[src/rtl/mem_arb_pkg.sv]
// Shared definitions for the two-requester memory port arbiter: FSM encoding,
// requester identity, starvation threshold and default memory latency.
package mem_arb_pkg;

  typedef enum logic [1:0] {
    StIdle   = 2'd0,
    StAccess = 2'd1,
    StDone   = 2'd2
  } arb_state_e;

  typedef enum logic {
    OwnIf = 1'b0,
    OwnDm = 1'b1
  } owner_e;

  localparam logic [1:0]  StarveMax     = 2'd3;
  localparam int unsigned MemLatDefault = 2;
  localparam int unsigned LatCntW       = 3;

endpackage

[src/rtl/mem_lat_counter.sv]
// Read-latency down-counter: loads a start value, counts down to zero and holds there.
module mem_lat_counter #(
  parameter int unsigned W = 3
) (
  input  logic         clk,
  input  logic         reset,
  input  logic         load,
  input  logic [W-1:0] load_val,
  input  logic         dec,
  output logic         zero
);

  logic [W-1:0] cnt_q;

  always_ff @(posedge clk or negedge reset) begin
    if (!reset) begin
      cnt_q <= '0;
    end else if (load) begin
      cnt_q <= load_val;
    end else if (dec && (cnt_q != '0)) begin
      cnt_q <= cnt_q - 1'b1;
    end
  end

  assign zero = (cnt_q == '0);

endmodule

[src/rtl/mem_port_arbiter.sv]
// Arbitrates a single memory port between the fetch (IF) and data (DM) stages,
// favouring DM but forcing an IF grant after three consecutive contested losses.
module mem_port_arbiter
  import mem_arb_pkg::*;
#(
  parameter int unsigned ADDR_W  = 32,
  parameter int unsigned DATA_W  = 32,
  parameter int unsigned MEM_LAT = MemLatDefault
) (
  input  logic              clk,
  input  logic              reset,
  input  logic              if_req,
  input  logic [ADDR_W-1:0] if_addr,
  output logic [DATA_W-1:0] if_rdata,
  output logic              if_done,
  input  logic              dm_req,
  input  logic              dm_we,
  input  logic [ADDR_W-1:0] dm_addr,
  input  logic [DATA_W-1:0] dm_wdata,
  output logic [DATA_W-1:0] dm_rdata,
  output logic              dm_done,
  output logic              mem_en,
  output logic              mem_we,
  output logic [ADDR_W-1:0] mem_addr,
  output logic [DATA_W-1:0] mem_wdata,
  input  logic [DATA_W-1:0] mem_rdata,
  output logic              stall_pc,
  output logic              stall_pipe
);

  localparam logic [LatCntW-1:0] LatInit = LatCntW'(MEM_LAT);

  arb_state_e        state_q, state_d;
  owner_e            owner_q, owner_d;
  logic [1:0]        starve_q, starve_d;
  logic [ADDR_W-1:0] addr_q;
  logic [DATA_W-1:0] wdata_q;
  logic              we_q;
  logic              mem_en_q;
  logic [DATA_W-1:0] if_rdata_q, dm_rdata_q;
  logic              grant, capture, cnt_zero;

  always_comb begin
    state_d  = state_q;
    owner_d  = owner_q;
    starve_d = starve_q;
    grant    = 1'b0;
    capture  = 1'b0;
    case (state_q)
      StIdle: begin
        if (if_req || dm_req) begin
          grant   = 1'b1;
          state_d = StAccess;
          if (dm_req && (!if_req || (starve_q != StarveMax))) begin
            owner_d = OwnDm;
            // Only a contested loss counts against IF.
            if (if_req) begin
              starve_d = (starve_q == StarveMax) ? starve_q : starve_q + 2'd1;
            end
          end else begin
            owner_d  = OwnIf;
            starve_d = 2'd0;
          end
        end
      end
      StAccess: begin
        if (we_q) begin
          state_d = StDone;
        end else if (cnt_zero) begin
          capture = 1'b1;
          state_d = StDone;
        end
      end
      StDone:  state_d = StIdle;
      default: state_d = StIdle;
    endcase
  end

  always_ff @(posedge clk or negedge reset) begin
    if (!reset) begin
      state_q    <= StIdle;
      owner_q    <= OwnIf;
      starve_q   <= 2'd0;
      addr_q     <= '0;
      wdata_q    <= '0;
      we_q       <= 1'b0;
      mem_en_q   <= 1'b0;
      if_rdata_q <= '0;
      dm_rdata_q <= '0;
    end else begin
      state_q  <= state_d;
      owner_q  <= owner_d;
      starve_q <= starve_d;
      mem_en_q <= grant;
      if (grant) begin
        if (owner_d == OwnDm) begin
          addr_q  <= dm_addr;
          wdata_q <= dm_wdata;
          we_q    <= dm_we;
        end else begin
          addr_q  <= if_addr;
          wdata_q <= '0;
          we_q    <= 1'b0;
        end
      end
      if (capture) begin
        if (owner_q == OwnDm) begin
          dm_rdata_q <= mem_rdata;
        end else begin
          if_rdata_q <= mem_rdata;
        end
      end
    end
  end

  mem_lat_counter #(
    .W (LatCntW)
  ) u_lat_cnt (
    .clk      (clk),
    .reset    (reset),
    .load     (grant),
    .load_val (LatInit),
    .dec      (state_q == StAccess),
    .zero     (cnt_zero)
  );

  assign mem_en    = mem_en_q;
  assign mem_we    = mem_en_q & we_q;
  assign mem_addr  = addr_q;
  assign mem_wdata = wdata_q;

  assign if_rdata = if_rdata_q;
  assign dm_rdata = dm_rdata_q;
  assign if_done  = (state_q == StDone) && (owner_q == OwnIf);
  assign dm_done  = (state_q == StDone) && (owner_q == OwnDm);

  assign stall_pipe = dm_req & ~dm_done;
  assign stall_pc   = (if_req & ~if_done) | stall_pipe;

endmodule

[config.mk]
export PLATFORM = sky130hd
export DESIGN_NAME = mem_port_arbiter
export DESIGN_NICKNAME = d
export VERILOG_FILES = /design/src/rtl/mem_arb_pkg.sv /design/src/rtl/mem_lat_counter.sv /design/src/rtl/mem_port_arbiter.sv
export SDC_FILE = /design/constraint.sdc
export NUM_CORES = 1
export LEC_CHECK = 0
export BUFFER_PORTS_ARGS = -buffer_cell sky130_fd_sc_hd__buf_2
export CAP_MARGIN = 20
export CORE_ASPECT_RATIO = 1.4
export CORE_MARGIN = 2
export CORE_UTILIZATION = 25
export DETAILED_ROUTE_END_ITERATION = 8
export PLACE_DENSITY = 0.54
export SLEW_MARGIN = 5
export SYNTH_ARGS = -nofsm -noshare
export SYNTH_HDL_FRONTEND = slang
export SYNTH_HIERARCHICAL = 1
export SYNTH_SLANG_ARGS = --single-unit
[constraint.sdc]
create_clock -name clk -period 2.2 [get_ports clk]
set_clock_uncertainty 0.05 [all_clocks]
set_input_delay 0.44 -clock clk [delete_from_list [all_inputs] [get_ports clk]]
set_output_delay 0.44 -clock clk [all_outputs]
set_load 0.01 [all_outputs]
== Yosys cells after proc, flatten, opt, wreduce, memory -nomap -nowiden ==
Cells that the tools add are included.

* Memories: 0
* Output and inout port bits: 134
* RAM bits: 0
* Register bits: 138
* Logic and storage cells: 62
* ROM bits: 0
* Bits in latches: 0

* Reduce and logical (&&, ||, !) cells: 15
* Equal/unequal tests: 8
* Bitwise logic cells: 7
* Add/sub/neg operators: 2
* Divide/modulo/power cells: 0
* Mux-type cells: 20
* Shift-type cells: 0
* $lt $le $gt $ge: 0
* Multipliers: 0

{| class="wikitable"
|+ Operator list
! cell !! count
|-
| 2-to-1 mux 32 bit || 2
|-
| 2-to-1 mux 2 bit || 6
|-
| 2-to-1 mux 1 bit || 9
|-
| != test 2 bit, second input constant || 4
|-
| 2-to-1 mux 3 bit || 2
|-
| AND reduction 2 bit || 3
|-
| equality test 2 bit, second input constant || 2
|-
| logical AND 1 bit || 4
|-
| one-hot mux 2 bit (2 select lines) || 1
|-
| AND reduction 4 bit || 1
|-
| bitwise AND 1 bit || 3
|-
| logical NOT 3 bit || 1
|-
| != test 3 bit, second input constant || 1
|-
| inverter 1 bit || 3
|-
| nonzero test 3 bit || 1
|-
| subtractor 3 x 1 -> 3 bit, second input constant || 1
|-
| adder 2 x 1 -> 2 bit, second input constant || 1
|-
| equality test 2 x 1 -> 1 bit, second input constant || 1
|-
| logical NOT 2 bit || 1
|-
| logical OR 1 bit || 2
|-
| nonzero test 2 bit || 1
|-
| logical NOT 1 bit || 1
|-
| OR 1 bit || 1
|}

== Logic depth before layout (Yosys ltp) ==
* Word-level depth: 7
* Gate-level depth with buffers: 7
* Gate-level depth less buffers: 5

== Modules after synthesis ==
Netlist, hierarchy kept.

{| class="wikitable"
|+ By module, submodules not included
! module !! cells an instance !! instances !! seq. area each (µm²) !! area an instance (µm²)
|-
| mem_port_arbiter || 424 || 1 || 3378.2 || 5486.5
|-
| mem_lat_counter || 19 || 1 || 75.1 || 190.2
|}

== Worst setup path after synthesis ==
Ideal clock, no wire load.

* Path kind: input -> register
* Start point: input port dm_req
* End point: register u_lat_cnt.cnt_q[1]
* Slack: 0.106 ns
* Cell stages on the path: 7
* Data arrival time: 1.941 ns
* Required time: 2.046 ns
* Path buffers: 2
* Cell sequence: or2_2 clkbuf_1 nand2_1 buf_2 inv_1 or4b_1 o311ai_1

* Longest elaborated chain between the ends: 4

{| class="wikitable"
|+ Ends and longest elaborated chain
! what !! RTL line !! text
|-
| start: declaration || mem_port_arbiter.sv:16 || <nowiki>input logic dm_req,</nowiki>
|-
| logical OR 1 bit (*) || mem_port_arbiter.sv:51 || <nowiki>if (if_req || dm_req) begin</nowiki>
|-
| 2-to-1 mux 1 bit (*) || mem_port_arbiter.sv:51 ||
|-
| 2-to-1 mux 1 bit (*) || mem_port_arbiter.sv:49 || <nowiki>case (state_q)</nowiki>
|-
| via grant || mem_port_arbiter.sv:41 || <nowiki>logic grant, capture, cnt_zero;</nowiki>
|-
| 2-to-1 mux 3 bit / nonzero test 2 bit (equally long branches) || -- ||
|-
| end signal: assignment || mem_lat_counter.sv:19 || <nowiki>cnt_q <= load_val;</nowiki>
|-
| end signal: assignment || mem_lat_counter.sv:21 || <nowiki>cnt_q <= cnt_q - 1'b1;</nowiki>
|-
| end: declaration || mem_lat_counter.sv:13 || <nowiki>logic [W-1:0] cnt_q;</nowiki>
|}

The timed path passes the listed nets; every way through them passes the cells marked *.
A chain may end at the register's enable or synchronous reset.

== Worst setup path after layout ==
* Start point: register state_q[0]
* End point: output port stall_pc

* Longest elaborated chain between the ends: 5

{| class="wikitable"
|+ Ends and longest elaborated chain
! what !! RTL line !! text
|-
| start: declaration || mem_port_arbiter.sv:33 || <nowiki>arb_state_e state_q, state_d;</nowiki>
|-
| start signal: assignment || mem_port_arbiter.sv:81 || <nowiki>state_q <= StIdle;</nowiki>
|-
| start signal: assignment || mem_port_arbiter.sv:91 || <nowiki>state_q <= state_d;</nowiki>
|-
| equality test 2 bit (*) || mem_port_arbiter.sv:134, mem_port_arbiter.sv:135 ||
|-
| logical AND 1 bit, on equally long branches || mem_port_arbiter.sv:134, mem_port_arbiter.sv:135 ||
|-
| inverter 1 bit, on equally long branches || mem_port_arbiter.sv:138, mem_port_arbiter.sv:137 ||
|-
| bitwise AND 1 bit, on equally long branches || mem_port_arbiter.sv:138, mem_port_arbiter.sv:137 ||
|-
| OR 1 bit (*) || mem_port_arbiter.sv:138 || <nowiki>assign stall_pc = (if_req & ~if_done) | stall_pipe;</nowiki>
|-
| end: declaration || mem_port_arbiter.sv:27 || <nowiki>output logic stall_pc,</nowiki>
|}

Every way passes the cells marked *; elsewhere a longest branch is shown, timed or not.

==> metrics <==
Critical Path End Type=output port; Post-CTS Resized=0; Die Width=131 um; Die ar.=0.0239 mm^2; Post-synth top flop=dfrtp_1; VDD IR max=approximately 0.67 mV; gpl congestion=~0.77; via-per-instance ratio=~4.4; vias in the first global route=4570; I/O Pins=267; cts hold-fix bufs=1; HP Class=input port to flop; Yosys top cell area share=60.8%; switching power share of the total=34.9%; CTS H-tree lvls=4; Final ANT Viol Nets=0; CP startpoint=state_q[0]; flops & latches, synth=~140; NetSw=4.12 mW; crit-path max FO=5; max-slew violation count=0; reg2reg end=dm_rdata[26]; CTS Buf Count=17; hold slack=~0.18 ns; Worst-path clk slew=0.07 ns; status=complete, no violations; Final Hold Vio Count=0; Reg2Reg Setup Slack=between 0.3 and 0.4 ns; Peak Freq=0.480 GHz; CTS Sinks=138; Iter 0 DRT Violations=between 150 and 200; yosys synthesis warning count=6; Post-Syn Instances=approximately 440; Lkg Pwr=3.94 nW; Die H=~180 um; DRC Markers=0; # setup viols final=0; share of cells above drive strength 1=52.4%; largest net degree at the start of global routing=57; detailed-route via count=about 4500; Flop pwr share=37.3%; total iterations of the first detailed-routing run=4; unrepaired setup endpoints after global routing=no; Final min period=2.08 ns; initial antenna violation count=2; combinational share of power=37.8%; deepest clock path buffer count=2; Post-Syn Area per Cell=12.8 um^2; aggregate routed wire length=15300 um; Cell Area, Placed=0.00739 mm^2; crit path launch type=flop; Final Non-Filler Cells=1026; Clk pwr share=24.9%; WP data arrival=between 1.5 and 2 ns; Max Cap Viol=0; total gr overflow=0; cell area after layout=~0.008 mm^2; Layout area overhead=41.1%; mapped cell area=0.00568 mm^2; Worst-Skew Late Latency=0.42 ns; asr flop ratio synth=100%; top post-synthesis cells by area=dfrtp_1, mux2_2, a22o_1; worst reg-to-reg path cell count=7; sequential-to-total area share from yosys stat=60.8%; wire per inst=between 10 and 15 um; Starting Density=25.3%; Post-synth EDFFs=0; most frequent cells in the layout=buf_2, dfrtp_1, mux2_2; hold depth=2; CTS root buf=clkbuf_16; Cell Pwr Density=1470 mW/mm^2; Final #Nets=846; Worst EP required=1.71 ns; port buffer count=266; cell accounting for the most synthesized area=dfrtp_1; Int Pwr=7.69 mW; dpl hpwl=about 11000 um; Placed Cells incl. Taps=between 900 and 1000; CTS tree=done; GRT Resource Usage Total=13.3%; Final TNS setup=0 ns; Reg-to-Reg Start=u_lat_cnt/cnt_q[0]; first-pass GRT wire length=24800 um; Row Count=65; CP Class=flop to output port; Yosys cell types=35; Post-CTS Setup Inserts=0; Core ar.=between 0.02 and 0.025 mm^2; crit path capture=stall_pc; Tcrit/Tclk final=94.6%; commonest non-fill, non-tap cell in the layout=buf_2
[Yosys cell counts (2+ instances only)]
master and instances:
buf_6 6, inv_1 39, a22o_1 33, nor2_1 2, or4b_1 3, nand2_1 8
mux2_1 2, mux2_4 7, nor2b_1 2, o21ai_0 2, and2_1 2, nor3_1 32
o311ai_1 2, buf_2 13, clkbuf_1 13, ha_1 3, a21oi_1 32, a211oi_1 32
nand2b_1 2, conb_1 2, mux2_2 55, dfrtp_1 138
[power groups by stage]
stage,logic [mW],clock network (mW),registers [mW]
after floorplan,2.06,0,4.97
after global placement,4.50,0,4.43
after detailed placement,4.56,0,4.44
after CTS,4.56,3.05,4.41
after global routing,4.91,3.18,4.57
final,4.46,2.94,4.41
[registers in the layout (all words and copies together) (netlist names), 2 cells and up, named ones only]
signal and cells:
starve_q 2, mem_addr 32, u_lat_cnt/cnt_q 3, dm_rdata 32, state_q 2, if_rdata 32
mem_wdata 32
[stage by stage]
stage / power [mW] / worst slack (ns) / util (%)
detailed placement: 9.00 / 0.308 / 32.9
global route: 12.7 / 0.0233 / 35.7
floorplan: 7.03 / 0.106 / -
global placement: 8.94 / 0.358 / 32.9
finish: 11.8 / 0.118 / 35.7
CTS: 12.0 / 0.0909 / 35.7
[logic make-up after synthesis]
family	synth area share (%)
simple gates	6.28
compound gates	13.2
buf+inv	5.77
mux	13.2
flops	60.8
fa+ha+maj	0.661
other cells	0.132
[critical path, cell delays in order (launching register included)]
cell,delay [ns]
dfrtp_1,0.46
nand3b_1,0.23
and2_1,0.19
o21bai_1,0.15
buf_2,0.15
[routing by layer]
metal / vias to the layer above / global-route usage (%) / wire length [um]
met2: 170 / 22.4 / 7760
met5: - / 0 / 0
met4: 0 / 6.09 / 442
li1: 2130 / - / -
met3: 28 / 3.97 / 890
met1: 2145 / 15.6 / 6250
[worst min-delay path by stage]
stage	startpoint	endpoint
global placement	reset	dm_rdata[17]
global route	dm_wdata[17]	mem_wdata[17]
floorplan	reset	async pin
finish	dm_wdata[19]	mem_wdata[19]
CTS	dm_wdata[22]	mem_wdata[22]
detailed placement	reset	if_rdata[13]
[cell type report]
| class | instances | area (um^2) |
|---|---|---|
| Fill cell | 2305 | 14400 |
| Multi-Input combinational cell | 235 | 1910 |
| Timing Repair Buffer | 279 | 1510 |
| Antenna cell | 2 | 5.00 |
| Clock inverter | 13 | 154 |
| Sequential cell | 138 | 3450 |
| Inverter | 39 | 146 |
| Tap cell | 301 | 377 |
| Clock buffer | 19 | 453 |
No activity file was read; power rests on OpenSTA's default activity.
